File: src/rtl/input_conditioner.sv
// Input conditioner: 2-flop synchronizer followed by a debounce FSM that
// accepts a level change only after STABLE consecutive synchronized samples
// of the new level. Aborted transitions are tallied in a saturating 8-bit
// glitch counter. Legal STABLE range is 2..255.
module input_conditioner #(
   parameter int unsigned STABLE = 4
) (
   input  logic       clock,
   input  logic       reset,
   input  logic       en,
   input  logic       raw_in,
   input  logic       glitch_clr,
   output logic       out,
   output logic       rise,
   output logic       fall,
   output logic [7:0] glitch_cnt
);

   typedef enum logic [1:0] {
      LOW      = 2'd0,
      LOW2HIGH = 2'd1,
      HIGH     = 2'd2,
      HIGH2LOW = 2'd3
   } state_e;

   // Sample count at which the next confirming sample commits the change.
   localparam logic [7:0] CNT_LAST = 8'(STABLE - 1);

   logic [1:0] sync_q, sync_d;
   logic       s;

   state_e     state_q, state_d;
   logic [7:0] cnt_q, cnt_d;

   logic       out_q, out_d;
   logic       rise_q, rise_d;
   logic       fall_q, fall_d;
   logic [7:0] glitch_cnt_q, glitch_cnt_d;

   logic       commit;
   logic       abort;

   // Synchronizer shift path; runs regardless of en.
   always_comb begin
      sync_d = {sync_q[0], raw_in};
   end

   assign s = sync_q[1];

   // Synchronizer flops.
   always_ff @(posedge clock or negedge reset) begin
      if (!reset) begin
         sync_q <= '0;
      end else begin
         sync_q <= sync_d;
      end
   end

   // FSM state and sample-counter register.
   always_ff @(posedge clock or negedge reset) begin
      if (!reset) begin
         state_q <= LOW;
         cnt_q   <= '0;
      end else begin
         state_q <= state_d;
         cnt_q   <= cnt_d;
      end
   end

   // Next-state logic; with en low everything holds, freezing any pending
   // transition together with its sample count.
   always_comb begin
      state_d = state_q;
      cnt_d   = cnt_q;
      commit  = 1'b0;
      abort   = 1'b0;
      if (en) begin
         case (state_q)
            LOW: begin
               if (s) begin
                  state_d = LOW2HIGH;
                  cnt_d   = 8'd1;
               end
            end
            LOW2HIGH: begin
               if (s) begin
                  if (cnt_q == CNT_LAST) begin
                     state_d = HIGH;
                     cnt_d   = '0;
                     commit  = 1'b1;
                  end else begin
                     cnt_d = cnt_q + 8'd1;
                  end
               end else begin
                  state_d = LOW;
                  cnt_d   = '0;
                  abort   = 1'b1;
               end
            end
            HIGH: begin
               if (!s) begin
                  state_d = HIGH2LOW;
                  cnt_d   = 8'd1;
               end
            end
            HIGH2LOW: begin
               if (!s) begin
                  if (cnt_q == CNT_LAST) begin
                     state_d = LOW;
                     cnt_d   = '0;
                     commit  = 1'b1;
                  end else begin
                     cnt_d = cnt_q + 8'd1;
                  end
               end else begin
                  state_d = HIGH;
                  cnt_d   = '0;
                  abort   = 1'b1;
               end
            end
            default: begin
               state_d = LOW;
               cnt_d   = '0;
            end
         endcase
      end
   end

   // Output logic: level and edge pulses on commit, saturating glitch count
   // on abort; a clear request overrides a coincident abort.
   always_comb begin
      out_d        = out_q;
      rise_d       = 1'b0;
      fall_d       = 1'b0;
      glitch_cnt_d = glitch_cnt_q;
      if (commit) begin
         out_d  = (state_q == LOW2HIGH);
         rise_d = (state_q == LOW2HIGH);
         fall_d = (state_q == HIGH2LOW);
      end
      if (abort && (glitch_cnt_q != 8'hFF)) begin
         glitch_cnt_d = glitch_cnt_q + 8'd1;
      end
      if (glitch_clr) begin
         glitch_cnt_d = '0;
      end
   end

   // Registered outputs.
   always_ff @(posedge clock or negedge reset) begin
      if (!reset) begin
         out_q        <= 1'b0;
         rise_q       <= 1'b0;
         fall_q       <= 1'b0;
         glitch_cnt_q <= '0;
      end else begin
         out_q        <= out_d;
         rise_q       <= rise_d;
         fall_q       <= fall_d;
         glitch_cnt_q <= glitch_cnt_d;
      end
   end

   assign out        = out_q;
   assign rise       = rise_q;
   assign fall       = fall_q;
   assign glitch_cnt = glitch_cnt_q;

endmodule

File: config.mk
export PLATFORM = sky130hd
export DESIGN_NAME = input_conditioner
export DESIGN_NICKNAME = d
export VERILOG_FILES = /design/src/rtl/input_conditioner.sv
export SDC_FILE = /design/constraint.sdc
export NUM_CORES = 1
export LEC_CHECK = 0
export BUFFER_PORTS_ARGS = -buffer_cell sky130_fd_sc_hd__buf_2
export CAP_MARGIN = 20
export CORE_MARGIN = 2
export CORE_UTILIZATION = 55
export CTS_CLUSTER_SIZE = 30
export DETAILED_ROUTE_END_ITERATION = 10
export PLACE_DENSITY = 0.76
export SYNTH_ARGS = -nofsm -noshare
export SYNTH_HDL_FRONTEND = slang
export SYNTH_SLANG_ARGS = --single-unit
File: constraint.sdc
create_clock -name clock -period 2.2 [get_ports clock]
set_clock_uncertainty 0.05 [all_clocks]
set_input_delay 0.44 -clock clock [delete_from_list [all_inputs] [get_ports clock]]
set_output_delay 0.44 -clock clock [all_outputs]
set_load 0.005 [all_outputs]
* Word level (Yosys, flattened, before mapping) *
Cells that the tools add are included.

storage, ports and cells
  register bits = 23
  output and inout port bits = 11
  word-level logic and storage cells = 49

cells by class
  add/sub/neg operators = 2
  equality and inequality tests = 9
  mux-type cells = 26
  reductions and logical operators = 5

operators by type and width
  kind                 count
  $mux 8               7
  $pmux 8 s4           1
  $add 8x1->8 const B  2
  $mux 2               6
  $mux 1               9
  $eq 8x2->1 const B   1
  $ne 8x8->1 const B   1
  $pmux 2 s4           1
  $ne 3x3->1 const B   2
  $reduce_and 5->1     1
  $eq 2x2->1 const B   2
  $ne 2x2->1 const B   2
  $pmux 1 s2           2
  $reduce_and 3->1     1
  $eq 2x1->1 const B   1
  $logic_not 2->1      1
  $reduce_bool 2->1    1
  $logic_and 1x1->1    1

* Depth between registers and ports, before layout *
  depth in word-level cells = 6
  mapped depth = 6
  mapped depth without buffers = 5

* Least setup slack after synthesis *
OpenSTA, ideal clock, no wires.

  path kind = register to register
  from = reg cnt_q[0]
  to = reg cnt_q[7]
  setup time = 0.129 ns
  arrival time = 1.740 ns
  data required time = 2.021 ns
  path slack = 0.282 ns
  cell stages (with the launch flop) = 6
  path buffers = 0
  clock period less this slack = 1.918 ns
  cells stage by stage = dfrtp_1 ha_1 or4b_4 or4_4 a41oi_1 mux2i_1

on the way
  word-level cells in the longest chain between the ends = 4
  elaborated cells between the ends (all ways) = 6
  classes of those cells = 1 x add/sub; 1 x eq/ne; 4 x mux

RTL lines
  what                                              line     RTL
  start: declaration                                33       logic [7:0] cnt_q, cnt_d;
  start signal: assignment                          66       cnt_q <= cnt_d;
  $add 8x1->8 / $eq 8x2->1 (equally long branches)  n/a
  $mux 8 (*)                                        87, 108
  $mux 8 (on tied branches)                         107, 86
  $pmux 8 s4 (*)                                    78       case (state_q)

Every way passes the cells marked *; elsewhere a longest branch is shown, timed or not.
A chain may end at the register's enable or synchronous reset.

* Worst setup path in the final report *
  from = reg cnt_q[0]
  to = reg cnt_q[6]

Same word-level chain as after synthesis.

==> impl_metrics.py <==
metrics = {
    "outcome": {
        "status": "finished, final reports clean",
    },
    "yosys": {
        "yosysSeqAreaShare_pct": 49.04,
        "synth-edff-count": 0,
        "yosys.cell_types.count": 36,
        "synthTopCellsByArea": "dfrtp_1 49%, xor2_1 5.2%, a21oi_1 3.0%",
        "syn-cell-area_um2": 1174,
        "syn_area_per_cell_um2": 10.57,
        "synthDominantCellAreaShare_pct": 49.04,
        "synthArstFlopShare_pct": 100.0,
        "yosys_warnings": 0,
        "synth_ff_type": "dfrtp_1",
        "yosys.area.top_type": "dfrtp_1",
        "syn-num-nets": 118,
        "synth-seq-cells": 23,
        "netlist_instances": 111,
    },
    "sta": {
        "tightest_slew_ps": 502.4,
        "relSlewSlack_pct": 66.50,
        "final_hold_viol_count": 0,
        "finalMaxSlewViolations": 0,
        "max_freq_ghz": 0.4904,
        "fin_crit_ps": 2039,
        "period_share_pct": 92.69,
        "rsz0062_at_grt": "no",
        "finalSetupViolations": 0,
        "finalSetupTns_ps": 0,
    },
    "detailed_routing": {
        "antenna_left": 0,
        "drcViolationCount": 0,
        "dr.pass1.iters": 4,
        "wl_um": 2208,
        "vias_per_cell": 5.822,
        "wl_per_cell_um": 14.06,
        "vias": 914,
        "drtIter0Drc": 12,
    },
    "critical_path": {
        "path_buf_inv": 0,
        "cp_top_family": "simple AND/OR/NAND/NOR gates",
        "cp.required_ps": 2350,
        "crit_chain": "ha_1 > or4b_4 > or4_4 > a31oi_4 > nor2_1",
        "r2r_start": "cnt_q[0]$_DFFE_PN0P_",
        "end_kind": "flip-flop",
        "worst-setup-path-type": "flip-flop to flip-flop",
        "r2r_end": "cnt_q[6]$_DFFE_PN0P_",
        "r2r_setup_slack_ps": 160,
        "cp_slowest_cell": "or4b_4",
        "crit_path_start_kind": "flip-flop",
        "path_max_fanout": 5,
        "critPathArrivalTime_ps": 2190,
        "cpPeakStageDelay_ps": 490,
        "reg2reg_depth": 5,
    },
    "cts": {
        "cts_tree": "yes",
        "clock_sinks": 23,
        "numCtsBuffers": 3,
        "post_cts_buffers": 0,
        "clk_path_buf_depth": 2,
        "cts_hold_buf": 0,
        "clk_pin_slew_worst_paths_ps": 120,
        "htree_levels": 1,
        "cts-root-buf": "clkbuf_4",
        "cts_resized": 0,
        "worstSkewPairLatency_ps": 300,
    },
    "min_path": {
        "min-delay-path-class": "input pin to asynchronous set/reset pin",
    },
    "layout": {
        "antenna_cells": 0,
        "nets": 138,
        "synthToLayoutAreaGrowth_pct": 12.90,
        "layout-drive-gt1-share_pct": 26.15,
        "final_core_utilization_pct": 66.86,
        "fin_cells": 157,
    },
    "global_route": {
        "met2_usage_pct": 35.53,
        "grt.overflow.total": 0,
        "grt_usage_pct": 20.71,
        "antenna_found_initial": 0,
        "grt_busiest_layer": "met2",
        "grt_pass1_vias": 909,
        "grt_start_max_net_pins": 24,
        "use_met1_pct": 25.69,
        "met3_usage_pct": 3.274,
        "grt_first_pass_wirelength_um": 4015,
    },
    "floorplan": {
        "rows": 16,
        "fp.dieW_um": 50.20,
        "start_util_pct": 59.22,
        "dieArea_um2": 2520,
        "ios": 16,
        "die_h_um": 50.20,
        "fp.coreArea_um2": 1982,
    },
    "flow_run": {
        "maxCapViolations": 0,
    },
    "pwr": {
        "p_per_area_nw_per_um2": 825.7,
        "leakage_nw": 0.6013,
        "ir_worst_vdd_mv": 0.6415,
    },
    "place": {
        "gp_congestion": 0.7948,
        "port_buffers": 15,
        "dp_cells": 153,
        "dp_hpwl_um": 1653,
    },
}
layer usage:
| metal | share of wire (%) | wire [µm] |
|---|---|---|
| met2 | 51 | 1127 |
| met4 | 0.63 | 14 |
| met5 | 0 | 0 |
| met1 | 46 | 1011 |
| met3 | 2.4 | 54 |
placed cells by master, fill, tap and decap left out, types with 2 or more instances in the layout:
master / Yosys / final
or3_1: 4 / 4
nor2_1: 7 / 7
nand2_1: 6 / 6
o31ai_1: 2 / 2
mux2i_1: 2 / 2
buf_4: 0 / 5
nand3_1: 6 / 6
and4_2: 2 / 2
buf_2: 2 / 15
o21ai_0: 7 / 7
and2_1: 2 / 2
nor3b_1: 3 / 3
xor2_1: 7 / 7
clkbuf_4: 0 / 3
inv_1: 3 / 3
or4_1: 3 / 3
o2111ai_1: 3 / 3
a21oi_1: 7 / 7
dfrtp_1: 23 / 23
o211ai_1: 2 / 2
ha_1: 2 / 2
synthesized netlist by cell type (3+ instances only):
| master | count |
|---|---|
| xor2_1 | 7 |
| nor3b_1 | 3 |
| inv_1 | 3 |
| o2111ai_1 | 3 |
| nand2_1 | 6 |
| o21ai_0 | 7 |
| nand3_1 | 6 |
| or3_1 | 4 |
| nor2_1 | 7 |
| a21oi_1 | 7 |
| or4_1 | 3 |
| dfrtp_1 | 23 |
through the flow:
step                      power [W]  setup slack, ps  instance area [µm²]  hold slack (ps)
final                      0.001094            160.7                 1325            33.82
after global routing       0.001173            31.36                 1325            68.92
after CTS                  0.001104            147.1                 1325            42.37
after detailed placement  0.0009124            167.9                 1299            294.8
after global placement    0.0008969            242.4                 1299            291.3
after floorplan           0.0007831            281.7                 1174            94.41
cell type report:
| class | count | area (µm²) |
|---|---|---|
| clock buffers | 4 | 26.28 |
| repair buffers | 20 | 112.6 |
| inverters | 3 | 11.26 |
| multi-input cells | 80 | 565.5 |
| flip-flops and latches | 23 | 575.6 |
| well taps | 27 | 33.78 |
| fillers | 172 | 656.9 |
how the worst max path moves through the flow:
| stage | start | to | slack, ps | depth (start not counted) |
|---|---|---|---|---|
| after floorplan | cnt_q[0]$_DFFE_PN0P_ | cnt_q[7]$_DFFE_PN0P_ | 280 | 5 |
| after global placement | cnt_q[0]$_DFFE_PN0P_ | cnt_q[4]$_DFFE_PN0P_ | 240 | 5 |
| after detailed placement | cnt_q[0]$_DFFE_PN0P_ | cnt_q[7]$_DFFE_PN0P_ | 170 | 5 |
| after CTS | cnt_q[0]$_DFFE_PN0P_ | cnt_q[7]$_DFFE_PN0P_ | 150 | 5 |
| after global routing | cnt_q[0]$_DFFE_PN0P_ | flip-flop | 30 | 5 |
| final | cnt_q[0]$_DFFE_PN0P_ | cnt_q[6]$_DFFE_PN0P_ | 160 | 5 |
power breakdown:
part           internal (W)  switching [W]  total, W
logic              0.000165       0.000218  0.000383
clock network     0.0000706       0.000118  0.000189
registers          0.000475      0.0000471  0.000522
flip-flops by register name (all words and copies together), names as in the netlist, named ones only:
signal      cells
cnt_q           8
fall            1
glitch_cnt      8
out             1
rise            1
state_q         1
sync_q          2
logic make-up (layout without fill, tap and decap cells):
group | count (synthesis) | in the layout | synth area share, %
fa+ha+maj | 2 | 2 | 2.132
mux | 3 | 3 | 2.665
buf+inv | 8 | 27 | 2.772
flops | 23 | 23 | 49.04
compound gates | 27 | 27 | 16.20
xor+xnor | 8 | 8 | 5.970
simple gates | 40 | 40 | 21.22
Power figures use the tool's default switching activity.
